`src/rtl/pim_mvm_seq.sv`:
```
// pim_mvm_seq: sequenced matrix-vector engine over one shared crossbar.
// Slices the input into ROW_TILE tiles, sweeps columns, accumulates ADC
// results (saturating or wrapping) and returns one result per column.
//
// Ports:
//   clk, rst            clock, synchronous active-high reset
//   in_valid/in_ready   request handshake (ready only in IDLE)
//   in_feature          input vector, latched on accept
//   in_addr, in_ncol    first column, column count minus one
//   xb_en/xb_data/      crossbar strobe, tile slice, column address
//   xb_addr, xb_out     xb_out is valid the cycle after xb_en
//   out_valid/out_ready result handshake
//   out_data, out_col   signed column result and its column address
//   out_last, out_sat   final column flag, saturation/overflow flag
//   busy                engine not idle
module pim_mvm_seq #(
    parameter int INPUT_SIZE = 96,
    parameter int ROW_TILE   = 32,
    parameter int DEPTH      = 5,
    parameter int ADC_P      = 6,
    parameter int ACC_W      = 8,
    parameter int SAT        = 1
) (
    input  logic                  clk,
    input  logic                  rst,
    input  logic                  in_valid,
    output logic                  in_ready,
    input  logic [INPUT_SIZE-1:0] in_feature,
    input  logic [DEPTH-1:0]      in_addr,
    input  logic [DEPTH-1:0]      in_ncol,
    output logic                  xb_en,
    output logic [ROW_TILE-1:0]   xb_data,
    output logic [DEPTH-1:0]      xb_addr,
    input  logic [ADC_P-1:0]      xb_out,
    output logic                  out_valid,
    input  logic                  out_ready,
    output logic [ACC_W-1:0]      out_data,
    output logic [DEPTH-1:0]      out_col,
    output logic                  out_last,
    output logic                  out_sat,
    output logic                  busy
);

    localparam int T  = INPUT_SIZE / ROW_TILE;
    localparam int KW = (T > 1) ? $clog2(T) : 1;
    localparam logic [KW-1:0] K_LAST = KW'(T - 1);

    localparam logic [ACC_W-1:0] ACC_MAX = {1'b0, {(ACC_W-1){1'b1}}};
    localparam logic [ACC_W-1:0] ACC_MIN = {1'b1, {(ACC_W-1){1'b0}}};

    typedef enum logic [1:0] {
        IDLE,
        ISSUE,
        DRAIN,
        OUT
    } state_t;

    state_t                  state;
    logic [INPUT_SIZE-1:0]   feat;
    logic [KW-1:0]           k;
    logic [KW-1:0]           k_nx;
    logic [DEPTH-1:0]        col;
    logic [DEPTH-1:0]        remaining;
    logic [ACC_W-1:0]        acc;
    logic                    sat;
    // High in the cycle after an xb_en cycle: xb_out carries a result.
    logic                    acc_en;

    logic [ACC_W:0]          sum;
    logic                    ovf;
    logic [ACC_W-1:0]        acc_nx;
    logic                    sat_nx;
    logic [ACC_W-1:0]        acc_upd;
    logic                    sat_upd;

    assign k_nx = k + KW'(1);

    // One guard bit above the accumulator exposes signed overflow.
    assign sum = {acc[ACC_W-1], acc}
               + {{(ACC_W+1-ADC_P){xb_out[ADC_P-1]}}, xb_out};
    assign ovf = sum[ACC_W] ^ sum[ACC_W-1];

    always_comb begin
        acc_nx = sum[ACC_W-1:0];
        sat_nx = sat | ovf;
        if (SAT != 0 && ovf) begin
            acc_nx = sum[ACC_W] ? ACC_MIN : ACC_MAX;
        end
    end

    assign acc_upd = acc_en ? acc_nx : acc;
    assign sat_upd = acc_en ? sat_nx : sat;

    always_ff @(posedge clk) begin
        if (rst) begin
            state     <= IDLE;
            in_ready  <= 1'b1;
            busy      <= 1'b0;
            xb_en     <= 1'b0;
            xb_data   <= '0;
            xb_addr   <= '0;
            out_valid <= 1'b0;
            out_data  <= '0;
            out_col   <= '0;
            out_last  <= 1'b0;
            out_sat   <= 1'b0;
            feat      <= '0;
            k         <= '0;
            col       <= '0;
            remaining <= '0;
            acc       <= '0;
            sat       <= 1'b0;
            acc_en    <= 1'b0;
        end else begin
            acc_en <= xb_en;
            if (acc_en) begin
                acc <= acc_nx;
                sat <= sat_nx;
            end
            unique case (state)
                IDLE: begin
                    if (in_valid) begin
                        feat      <= in_feature;
                        col       <= in_addr;
                        remaining <= in_ncol;
                        acc       <= '0;
                        sat       <= 1'b0;
                        k         <= '0;
                        xb_en     <= 1'b1;
                        xb_data   <= in_feature[ROW_TILE-1:0];
                        xb_addr   <= in_addr;
                        in_ready  <= 1'b0;
                        busy      <= 1'b1;
                        state     <= ISSUE;
                    end
                end
                ISSUE: begin
                    if (k == K_LAST) begin
                        xb_en <= 1'b0;
                        state <= DRAIN;
                    end else begin
                        k       <= k_nx;
                        xb_data <= feat[int'(k_nx)*ROW_TILE +: ROW_TILE];
                    end
                end
                DRAIN: begin
                    // Final tile result lands this cycle; publish it directly.
                    out_valid <= 1'b1;
                    out_data  <= acc_upd;
                    out_sat   <= sat_upd;
                    out_col   <= col;
                    out_last  <= (remaining == '0);
                    state     <= OUT;
                end
                OUT: begin
                    if (out_ready) begin
                        out_valid <= 1'b0;
                        if (remaining == '0) begin
                            in_ready <= 1'b1;
                            busy     <= 1'b0;
                            state    <= IDLE;
                        end else begin
                            col       <= col + DEPTH'(1);
                            remaining <= remaining - DEPTH'(1);
                            acc       <= '0;
                            sat       <= 1'b0;
                            k         <= '0;
                            xb_en     <= 1'b1;
                            xb_data   <= feat[ROW_TILE-1:0];
                            xb_addr   <= col + DEPTH'(1);
                            state     <= ISSUE;
                        end
                    end
                end
                default: state <= IDLE;
            endcase
        end
    end

endmodule
```
`config.mk`:
```
export PLATFORM = sky130hd
export DESIGN_NAME = pim_mvm_seq
export DESIGN_NICKNAME = d
export VERILOG_FILES = /design/src/rtl/pim_mvm_seq.sv
export SDC_FILE = /design/constraint.sdc
export NUM_CORES = 1
export LEC_CHECK = 0
export ABC_AREA = 0
export CAP_MARGIN = 15
export CORE_UTILIZATION = 40
export DETAILED_ROUTE_END_ITERATION = 10
export HOLD_SLACK_MARGIN = 0.02
export PLACE_DENSITY = 0.66
export SETUP_SLACK_MARGIN = 0.5
export SYNTH_ARGS = -nofsm -noshare
export SYNTH_HDL_FRONTEND = slang
export SYNTH_SLANG_ARGS = --single-unit
```
`constraint.sdc`:
```
create_clock -name clk -period 3.65 [get_ports clk]
set_input_delay 0.9125 -clock clk [delete_from_list [all_inputs] [get_ports clk]]
set_output_delay 0.9125 -clock clk [all_outputs]
set_load 0.01 [all_outputs]
```
==> results of run 1 <==
registers in the layout (all words and copies together) (netlist names):
register / flops
remaining: 5
out_data: 8
out_last: 1
state: 2
out_col: 5
busy: 1
sat: 1
xb_en: 1
in_ready: 1
acc: 8
feat: 96
xb_data: 32
out_valid: 1
col: 5
out_sat: 1
k: 2
acc_en: 1
cell type report:
| class | instances | area (sq um) | area share [%] |
|---|---|---|---|
| multi-input combinational | 731 | 4130 | 39.8 |
| timing repair buffer | 185 | 1870 | 18.0 |
| tap | 260 | 325 | 3.13 |
| clock buffer | 20 | 447 | 4.30 |
| clock inverter | 11 | 135 | 1.30 |
| sequential | 171 | 3420 | 33.0 |
| inverter | 15 | 56.3 | 0.542 |
| antenna | 1 | 2.50 | 0.0241 |
through the flow:
stage / hold slack [ns] / utilization (%) / power (W) / cell area [sq um]
final: 0.453 / 54.8 / 0.00827 / 10400
after global routing: 0.473 / 54.8 / 0.00888 / 10400
after CTS: 0.456 / 54.6 / 0.00833 / 10300
after detailed placement: 0.447 / 51.5 / 0.00651 / 9760
after global placement: 0.441 / 51.5 / 0.00646 / 9760
after floorplan: 0.432 / - / 0.00513 / 7830
critical path: stages:
cell and delay [ns]:
clkdlybuf4s50_1 0.46, ha_1 0.18, inv_1 0.06, fa_1 0.39, nand2b_1 0.21, a211oi_2 0.23
o32a_1 0.21, buf_4 0.15, nand2_2 0.11, a2111oi_1 0.37
cells in the final DEF, fill, tap and decap left out, types with 3 or more instances in the layout:
cell	netlist	layout
or3_1	3	3
ha_4	0	3
nor2_1	75	74
mux2i_1	46	46
a22oi_1	37	37
buf_4	0	11
ha_1	15	10
nand2_1	245	244
nor3_1	8	8
a211oi_1	14	13
clkbuf_16	0	17
nor2b_1	6	6
clkdlybuf4s50_1	0	169
dfxtp_1	171	171
nand3_1	34	34
inv_6	0	4
xnor2_1	3	3
nand2b_1	6	6
clkinvlp_4	0	3
a21oi_1	117	117
o21bai_1	4	3
o21ai_0	46	46
buf_12	0	4
inv_1	14	14
a311oi_1	40	40
worst paths after layout:
path                          from                  endpoint  slack [ns]  depth (start not counted)
min          feat[91]$_SDFFE_PP0P_     feat[91]$_SDFFE_PP0P_        0.45                          2
min reg2reg  feat[91]$_SDFFE_PP0P_     feat[91]$_SDFFE_PP0P_        0.45                          2
max                      xb_out[0]  out_data[5]$_SDFFE_PP0P_        0.67                         10
max reg2reg      acc[0]$_SDFF_PP0_  out_data[5]$_SDFFE_PP0P_        1.22                          9
timing repair:
item	in CTS	in global routing
hold buffers	0	0
setup endpoints to repair	0	11
resized for setup	0	8
power by group through the flow:
stage / logic [W] / clock network [W] / registers [W]
floorplan: 0.00240 / 0 / 0.00272
global placement: 0.00376 / 0 / 0.00271
detailed placement: 0.00380 / 0 / 0.00271
CTS: 0.00381 / 0.00185 / 0.00268
global route: 0.00422 / 0.00192 / 0.00274
finish: 0.00378 / 0.00181 / 0.00268
kinds of logic after synthesis:
group	after synthesis	synth area share [%]
flip-flops	171	43.7
AND/OR/NAND/NOR	390	20.5
multiplexers	46	5.88
AO/OA/AOI/OAI	273	21.8
adder cells (fa/ha/maj)	19	3.07
XOR/XNOR	3	0.335
buffers and inverters	95	4.70
metal layers:
layer  GRT usage (%)  vias to the layer above  part of all wire (%)
li1                -                     3735                     -
met2            36.0                      172                    47
met3            5.35                       27                   5.1
met1            28.1                     3379                    47
met4            6.06                        2                   1.3
met5               0                        -                 0.061
==> summary.md, run 1 <==
| Metric | Value |
|---|---|
| Die area | between 20000 and 25000 sq um |
| Most frequent cell after synthesis | nand2_1 |
| Clock-pin slew on the worst setup and hold paths | ~0.070 ns |
| Pin count of the biggest net entering global routing | between 100 and 150 |
| Die Height | ~140 um |
| Synth Register Bits | 171 |
| DRC Markers | 0 |
| Share of power burned in registers | approximately a third |
| Combinational Power Share | 45.7% |
| Slew margin rel. | between 30% and 40% |
| Mapped Area | 7830 sq um |
| TritonCTS clock tree | built |
| First-pass GRT wire length | approximately 35000 um |
| Gr usage total | between 20% and 30% |
| Mean cell area of the mapped netlist | 7.86 sq um |
| Layout cells sized above 1 | under 10% |
| DIE WIDTH | 142 um |
| Cells after synthesis | 997 |
| Via Count | roughly 7300 |
| CTS Buf Count | 17 |
| Core area | approximately 19000 sq um |
| Post-synthesis sequential area ratio | about 44% |
| Clock power frac | between 20 and 25% |
| Post-placement setup slack | 0.125 ns |
| Max Buffers Root-to-Sink | 2 |
| Post-synth net total | around 1100 |
| RSZ-0062 raised after global routing | false |
| Total of max-cap violations | 0 |
| Nets@finish | about 1300 |
| Drt pass-1 iters | 5 |
| Tmin final | a little under 3 ns |
| Net Sw Power | approximately 0.0033 W |
| Post-DP HPWL | about 14000 um |
| Area Growth Syn to Fin | 32.6% |
| Ys flop type | dfxtp_1 |
| Final setup TNS | 0 ns |
| Detailed Route WL | 21300 um |
| Number of synthesized flops with an enable pin | 0 |
| Vias/cell | 5.25 |
| Outcome | completed |
| Ys Warns | 0 |
| Routability-driven placement congestion ratio | between 0.8 and 0.9 |
| Final cell count without fillers | between 1000 and 1500 |
| Critical Path AT | roughly 3.3 ns |
| Placed cells | 1362 |
| Worst IR drop on VDD | 0.000514 V |
| Switching part of the total | about two fifths |
| Most frequent cells after synthesis | nand2_1 (245), dfxtp_1 (171), a21oi_1 (117) |
| Synth top area share | 43.7% |
| Antenna violations before repair | 3 |
| CTS Root Cell | clkbuf_16 |
| P_int | 0.00496 W |
| Worst slew pin tran | around 0.99 ns |
| Synth area leaders | dfxtp_1 (44%), nand2_1 (12%), a21oi_1 (7.5%) |
| Final setup margin | ~0.67 ns |
| Initial core utilization | between 40% and 50% |
| H-Tree Depth | 4 |
| Kind of critical path | in -> reg |
| Rows | 50 |
| 1st-iter DRT viols | approximately 390 |
| Number of global-route vias before repair | 6818 |
| Synth async-reset ratio | 0% |
| Clk sinks | 171 |
| Cell taking the most area after synthesis | dfxtp_1 |
| Final Hold Violating Endpoints | 0 |
| Port-buffer cells | between 150 and 200 |
| Hold Crit Class | reg -> reg |
| I/O pins | about 170 |
| Synth cell types | 44 |
| Antenna Nets Post-Route | 0 |
| CP required | about 4.0 ns |
| Static Leakage | approximately 3.9 nW |
| WL per Instance | 15.3 um |
| Grt ovf | 0 |
| Startpoint Class | input port |
| Setup violation total in the final timing report | 0 |
| Final Cycle Share | 81.7% |
| Worst-path maximum fanout | 8 |
| Clock Skew | about 0.01 ns |
| Clock Latency Late Sink | between 0.4 and 0.5 ns |
| Max Clk Rate | ~340 MHz |
| Pins Over Slew Limit | 0 |
| Worst Setup End Kind | flip-flop |
| Fillers | roughly 1800 |
| # Post-CTS Setup Buffers | 0 |
| Pwr dens | around 800 nW/um^2 |
(Power assumes the default switching activity.)
==> run 2, diff against run 1 <==
- clock period: 3.65 -> 3.1 ns (I/O delays scaled with it)
==> run 2 against run 1 <==
Effect of this change:
- global-route usage is 0.59 points higher
- final area increased by 3.4%
- first-iteration DRC count shrank 15%
- setup slack worse by 0.045 ns
- clock skew fell by 0.0023 ns
- routed wire length up 5.8%
- cell count is 2.1% higher
- register-to-register slack worse by 0.49 ns
- die area unchanged
- flip-flop and latch count is the same
- critical path depth is the same
- power up 21%
- highest routed layer unchanged
==> summary.md, run 2 (synthesis gave the netlist of run 1 again) <==
| Metric | Value |
|---|---|
| Port-buffer cells | 171 (unchanged) |
| Finished Cell Area | 10700 sq um (+3.4%) |
| TritonCTS clock tree | built |
| Total of max-cap violations | 0 (unchanged) |
| WL per Instance | 15.9 um (+3.6%) |
| CTS Root Cell | clkbuf_16 |
| Initial core utilization | 41.3% (unchanged) |
| Detailed Route WL | 22600 um (+5.8%) |
| Nets@finish | 1282 (+2.3%) |
| 1st-iter DRT viols | 336 (-15%) |
| Max Clk Rate | roughly 400 MHz |
| Setup violation total in the final timing report | 0 (unchanged) |
| Hold Crit Class | reg -> reg |
| CTS Buf Count | 17 (unchanged) |
| Final hold slack | 0.452 ns (-0.000662 ns) |
| Drt pass-1 iters | 4 (-1) |
| Post-DP HPWL | 14700 um (+7.6%) |
| Core area | 19000 sq um (unchanged) |
| Max Buffers Root-to-Sink | 2 (unchanged) |
| Area after DPL | 10000 sq um (+2.7%) |
| Kind of critical path | in -> reg |
| H-Tree Depth | 4 (unchanged) |
| Worst slew pin tran | 0.712 ns (-0.282 ns) |
| Static Leakage | 4.06 nW (+4.5%) |
| Number of diodes | 0 (-1) |
| R2r setup slk | 0.73 ns (-0.49 ns) |
| Worst-path maximum fanout | 5 (-3) |
| Pwr dens | 931 nW/um^2 (+17%) |
| I/O pins | 172 (unchanged) |
| Final Hold Violating Endpoints | 0 (unchanged) |
| Vias/cell | 5.30 (+1.0%) |
| First-pass GRT wire length | 35700 um (+2.9%) |
| CP max stage delay | 0.33 ns (-0.13 ns) |
| Worst Setup End Kind | flip-flop |
| Crit path from | xb_out[0] |
| DRC Markers | 0 (unchanged) |
| Critical Path AT | 2.80 ns (-0.49 ns) |
| HP Start | feat[75]$_SDFFE_PP0P_ |
| DIE WIDTH | 142 um (unchanged) |
| Biggest register | feat |
| Area Growth Syn to Fin | 37.1% |
| Routability-driven placement congestion ratio | 0.814 (-6.2%) |
| Grt ovf | 0 (unchanged) |
| Rows | 50 (unchanged) |
| Pins Over Slew Limit | 0 (unchanged) |
| Via Count | 7545 (+3.1%) |
| Gr usage total | 22.3% (+0.59 points) |
| Pin count of the biggest net entering global routing | 108 (-3.6%) |
| Outcome | completed |
| Antenna Nets Post-Route | 0 (unchanged) |
| Biggest regs | feat (96), xb_data (32) |
| Clock Skew | 0.00787 ns (-0.00230 ns) |
| CP top delay family | compound AO/OA/AOI/OAI gates |
| Antenna violations before repair | 3 (unchanged) |
| Highest-delay cell along the critical path | fa_2 |
| Sequential Area | 3420 sq um (unchanged) |
| Clk sinks | 171 (unchanged) |
| Fillers | 1796 (-2.7%) |
| Die Height | 142 um (unchanged) |
| Worst IR drop on VDD | 0.000734 V (+43%) |
| Tmin final | between 2 and 2.5 ns |
| Most common cell after layout, fill and taps aside | nand2_1 |
| CP required | 3.42 ns (-0.53 ns) |
| RSZ-0062 raised after global routing | false |
| Slew margin rel. | 52.5% (+19 points) |
| Clock Latency Late Sink | 0.42 ns (about the same) |
| Final Cycle Share | around four fifths |
| Layout cells sized above 1 | 9.63% (+4.0 points) |
| Cells along the critical path | dlygate4sd2_1, ha_2, inv_1, fa_2, nand2b_4, a211oi_4, o32a_1, nand2_2, buf_6, a311oi_2 |
| Most frequent cells in the layout | nand2_1 (244), dfxtp_1 (171), clkdlybuf4s50_1 (164) |
| Largest register FFs | 96 (unchanged) |
| Multi-input logic area | 4270 sq um (+3.4%) |
| CP Buf/Inv Count | 3 (unchanged) |
| Startpoint Class | input port |
| # hold bufs at CTS | 0 (unchanged) |
| Clock-pin slew on the worst setup and hold paths | 0.06 ns (about the same) |
| Number of global-route vias before repair | 6928 (+1.6%) |
| Die area | 20100 sq um (unchanged) |
| FF-to-FF Start | state[1]$_SDFFE_PP0P_ |
| Power Total | 0.00999 W (+21%) |
## run 2: what timing repair did
item | CTS | global route
gates resized for setup | 17 | 15
setup endpoints to repair | 18 | 18
pin swaps | 13 | 11
buffers inserted | 4 | 1
cloned | 1 | 0
## run 2: worst reg2reg max path: stages (launching register included)
cell	delay, ns
dfxtp_1	0.40
inv_1	0.09
ha_1	0.28
nor2b_1	0.20
or2_1	0.32
nor3_4	0.22
o21bai_4	0.21
buf_12	0.24
nor2_1	0.06
a311oi_1	0.25
## run 2: final timing paths
kind                                   end  cells after the start
setup reg to reg  xb_data[20]$_SDFFE_PP0P_                      9
hold reg to reg      feat[75]$_SDFFE_PP0P_                      2
setup / recovery         acc[4]$_SDFF_PP0_                     10
hold / removal       feat[75]$_SDFFE_PP0P_                      2
## run 2: routing by layer
layer  wire length [um]  up-vias  GRT usage [%]
li1                   -     3794              -
met1              10700     3562           29.7
met2              10500      157           36.5
met3               1010       26           4.41
met4                292        6           6.79
met5                 42        -              0
## run 2: final cells by class
class                   instances  area share, %
clock inverters                11          0.886
multi-input cells             732           39.8
flip-flops and latches        171           31.9
repair buffers                213           19.6
inverters                      15          0.524
clock buffers                  21           4.29
well taps                     260           3.03
## run 2: metrics by stage
stage / instances / setup slack [ns] / util [%] / TNS (ns)
detailed placement: 1385 / -0.162 / 52.9 / -1.64
floorplan: 997 / 0.520 / - / 0
finish: 1423 / 0.622 / 56.6 / 0
global route: 1423 / 0.520 / 56.6 / 0
global placement: 1385 / -0.118 / 52.9 / -0.710
CTS: 1422 / 0.505 / 56.3 / 0
## run 2: power by group
part / internal [W] / switching [W]
registers: 0.00277 / 0.000388
clock network: 0.00115 / 0.000870
logic: 0.00207 / 0.00275
==> run 3, diff against run 2 <==
- PLACE_DENSITY: 0.66 -> 0.68
- clock period: 3.1 -> 2.2 ns (I/O delays scaled with it)
==> run 3 against run 2 <==
Effect of this change:
- utilization increased by 9.3 points
- first-iteration DRC count increased by 25%
- via count grew 6.9%
- the run now ends with setup timing left
- critical path depth down 2
- worst hold slack better by 0.0026 ns
- die area unchanged
- critical endpoint is now out_data[1]$_SDFFE_PP0P_
- clock power grew 55%
==> summary.md, run 3 (synthesis gave the netlist of run 1 again) <==
| Metric | Value |
|---|---|
| Die Height | 142 um (unchanged) |
| # hold bufs at CTS | 0 (unchanged) |
| Post-route core utilization | 66.0% (+9.3 points) |
| CP max stage delay | 0.36 ns (+0.03 ns) |
| Multi-input logic area | 5010 sq um (+17%) |
| Biggest register | feat |
| Reg2reg end | out_data[1]$_SDFFE_PP0P_ |
| Antenna Nets Post-Route | 0 (unchanged) |
| Routability-driven placement congestion ratio | 0.785 (-3.6%) |
| Detailed Route WL | 25700 um (+14%) |
| Net Sw Power | 0.00774 W (+93%) |
| HP Start | feat[43]$_SDFFE_PP0P_ |
| Biggest regs | feat (96), xb_data (32) |
| Outcome | complete, but fails checks |
| Grt ovf | 0 (unchanged) |
| First-pass GRT wire length | 39600 um (+11%) |
| Max Clk Rate | 441 MHz |
| Worst IR drop on VDD | 0.000922 V (+26%) |
| Final Hold Violating Endpoints | 0 (unchanged) |
| Power Total | 0.0196 W (+96%) |
| Clock Latency Late Sink | 0.42 ns (about the same) |
| Nets@finish | 1359 (+6.0%) |
| DRC Markers | 0 (unchanged) |
| Post-DP HPWL | 15100 um (+2.3%) |
| Antenna violations before repair | 3 (unchanged) |
| Final cell count without fillers | 1500 (+5.4%) |
| CTS Root Cell | clkbuf_16 |
| Switching part of the total | 39.6% (-0.56 points) |
| Worst-path maximum fanout | 3 (-2) |
| WL per Instance | 17.2 um (+8.2%) |
| Placed cells | 1410 (+1.8%) |
| Slew margin rel. | 59.0% (+6.4 points) |
| Tmin final | about 2.3 ns |
| Worst Setup End Kind | flip-flop |
| P_int | 0.0118 W (+98%) |
| Clk sinks | 171 (unchanged) |
| Sequential Area | 3460 sq um (+0.95%) |
| Combinational Power Share | 60.6% (+12 points) |
| Die area | 20100 sq um (unchanged) |
| Fillers | 1573 (-12%) |
| Setup violation total in the final timing report | 10 (+10) |
| Vias/cell | 5.38 (+1.4%) |
| Hold EP | feat[43]$_SDFFE_PP0P_ |
| Core area | 19000 sq um (unchanged) |
| Cells along the critical path | ha_4, a211oi_2, buf_4, or3_4, and3_4, or2_4, maj3_2, a311oi_1 |
| Worst slew pin tran | 0.615 ns (-0.0966 ns) |
| Final setup TNS | -0.324 ns (-0.324 ns) |
| Rows | 50 (unchanged) |
| Number of diodes | 0 (unchanged) |
| Number of global-route vias before repair | 7751 (+12%) |
| Initial core utilization | 41.3% (unchanged) |
| Final hold slack | 0.455 ns (+0.00265 ns) |
| R2r setup slk | -0.07 ns (-0.80 ns) |
| Startpoint Class | flip-flop |
| Max Buffers Root-to-Sink | 2 (unchanged) |
| Final Cycle Share | 103% |
| Largest register FFs | 96 (unchanged) |
| Gr usage total | 25.0% (+2.7 points) |
| Hold Crit Class | reg -> reg |
| Kind of critical path | reg -> reg |
| Port-buffer cells | 171 (unchanged) |
| Total of max-cap violations | 0 (unchanged) |
| CP required | 2.53 ns (-0.89 ns) |
| Highest-delay cell along the critical path | dfxtp_4 |
| I/O pins | 172 (unchanged) |
| Hold Crit Depth | 2 (unchanged) |
| TritonCTS clock tree | built |
| DIE WIDTH | 142 um (unchanged) |
| Violated checks | setup timing |
| Static Leakage | 4.95 nW (+22%) |
| Via Count | 8067 (+6.9%) |
| Layout cells sized above 1 | 25.6% (+16 points) |
| R2R cell count | 8 (-1) |
| Area Growth Syn to Fin | 59.6% |
| Pwr dens | 1570 nW/um^2 (+68%) |
| Clock power frac | 16.0% (-4.2 points) |
| Clock Skew | 0.00758 ns (-0.000292 ns) |
| Critical Path AT | 2.60 ns (-0.20 ns) |
| Drt pass-1 iters | 5 (+1) |
| H-Tree Depth | 4 (unchanged) |
| Pins Over Slew Limit | 0 (unchanged) |
| Pin count of the biggest net entering global routing | 95 (-12%) |
| RSZ-0062 raised after global routing | true |
| FF-to-FF Start | acc[1]$_SDFF_PP0_ |
| 1st-iter DRT viols | 421 (+25%) |
| CTS Buf Count | 17 (unchanged) |
| Clock-pin slew on the worst setup and hold paths | 0.06 ns (about the same) |
| Final setup margin | -0.0678 ns (-0.690 ns) |
| Most frequent cells in the layout | nand2_1 (241), dfxtp_1 (153), a21oi_1 (111) |
| Share of power burned in registers | 23.4% (-8.2 points) |
| Most common cell after layout, fill and taps aside | nand2_1 |
## run 3: changes by cell type in the layout (fill, tap and decap cells not counted), sizes merged
cell,delta
nor2,+1
clkdlybuf4s15,+3
dlymetal6s2s,-2
clkdlybuf4s50,-58
dlygate4sd2,+55
clkinv,-2
bufinv,+2
inv,+2
buf,+77
clkbuf,-1
## run 3: what timing repair did
item | in CTS | in global routing
setup buffers | 32 | 13
gates cloned | 13 | 0
pin swaps | 54 | 32
gates resized for setup | 199 | 84
endpoints found under the setup margin | 123 | 75
## run 3: how the worst max path moves through the flow
stage	start	slack, ns	to	depth (start not counted)
floorplan	xb_out[0]	-0.09	out_data[5]$_SDFFE_PP0P_	9
global placement	xb_out[0]	-0.86	out_sat$_SDFFE_PP0P_	10
detailed placement	xb_out[0]	-0.94	out_data[6]$_SDFFE_PP0P_	9
CTS	acc[1]$_SDFF_PP0_	-0.05	out_data[0]$_SDFFE_PP0P_	8
global route	acc[1]$_SDFF_PP0_	-0.12	out_data[1]$_SDFFE_PP0P_	8
finish	acc[1]$_SDFF_PP0_	-0.07	out_data[1]$_SDFFE_PP0P_	8
## run 3: layer usage
metal	up-vias	GRT usage, %	part of all wire, %
li1	3973	-	-
met1	3865	31.9	44
met2	197	42.3	49
met3	30	5.82	4.9
met4	2	7.02	1.2
met5	-	0	0.051
## run 3: through the flow
stage	area, sq um	worst slack (ns)
after global placement	10500	-0.861
after CTS	12100	-0.0459
after detailed placement	10500	-0.938
after global routing	12500	-0.125
final	12500	-0.0678
after floorplan	8220	-0.0907
## run 3: critical path, delay by kind of cell (launching register included)
kind / cells / cell delay, ns
buf+inv: 1 / 0.14
compound gates: 2 / 0.31
simple gates: 3 / 0.80
flops: 1 / 0.36
fa+ha+maj: 2 / 0.57
## run 3: final cells by class
cell class,count,share of cell area (%)
Multi-Input combinational cell,733,40.1
Sequential cell,171,27.6
Timing Repair Buffer,289,24.2
Clock buffer,19,3.62
Tap cell,260,2.60
Clock inverter,13,1.31
Inverter,15,0.520
## run 3: power groups by stage
stage          clock [W]  sequential [W]  combinational, W
3_5_place_dp           0         0.00453           0.00724
2_1_floorplan          0         0.00456           0.00470
4_1_cts          0.00318         0.00454            0.0107
3_3_place_gp           0         0.00452           0.00715
6_report         0.00313         0.00459            0.0119
5_1_grt          0.00332         0.00468            0.0126
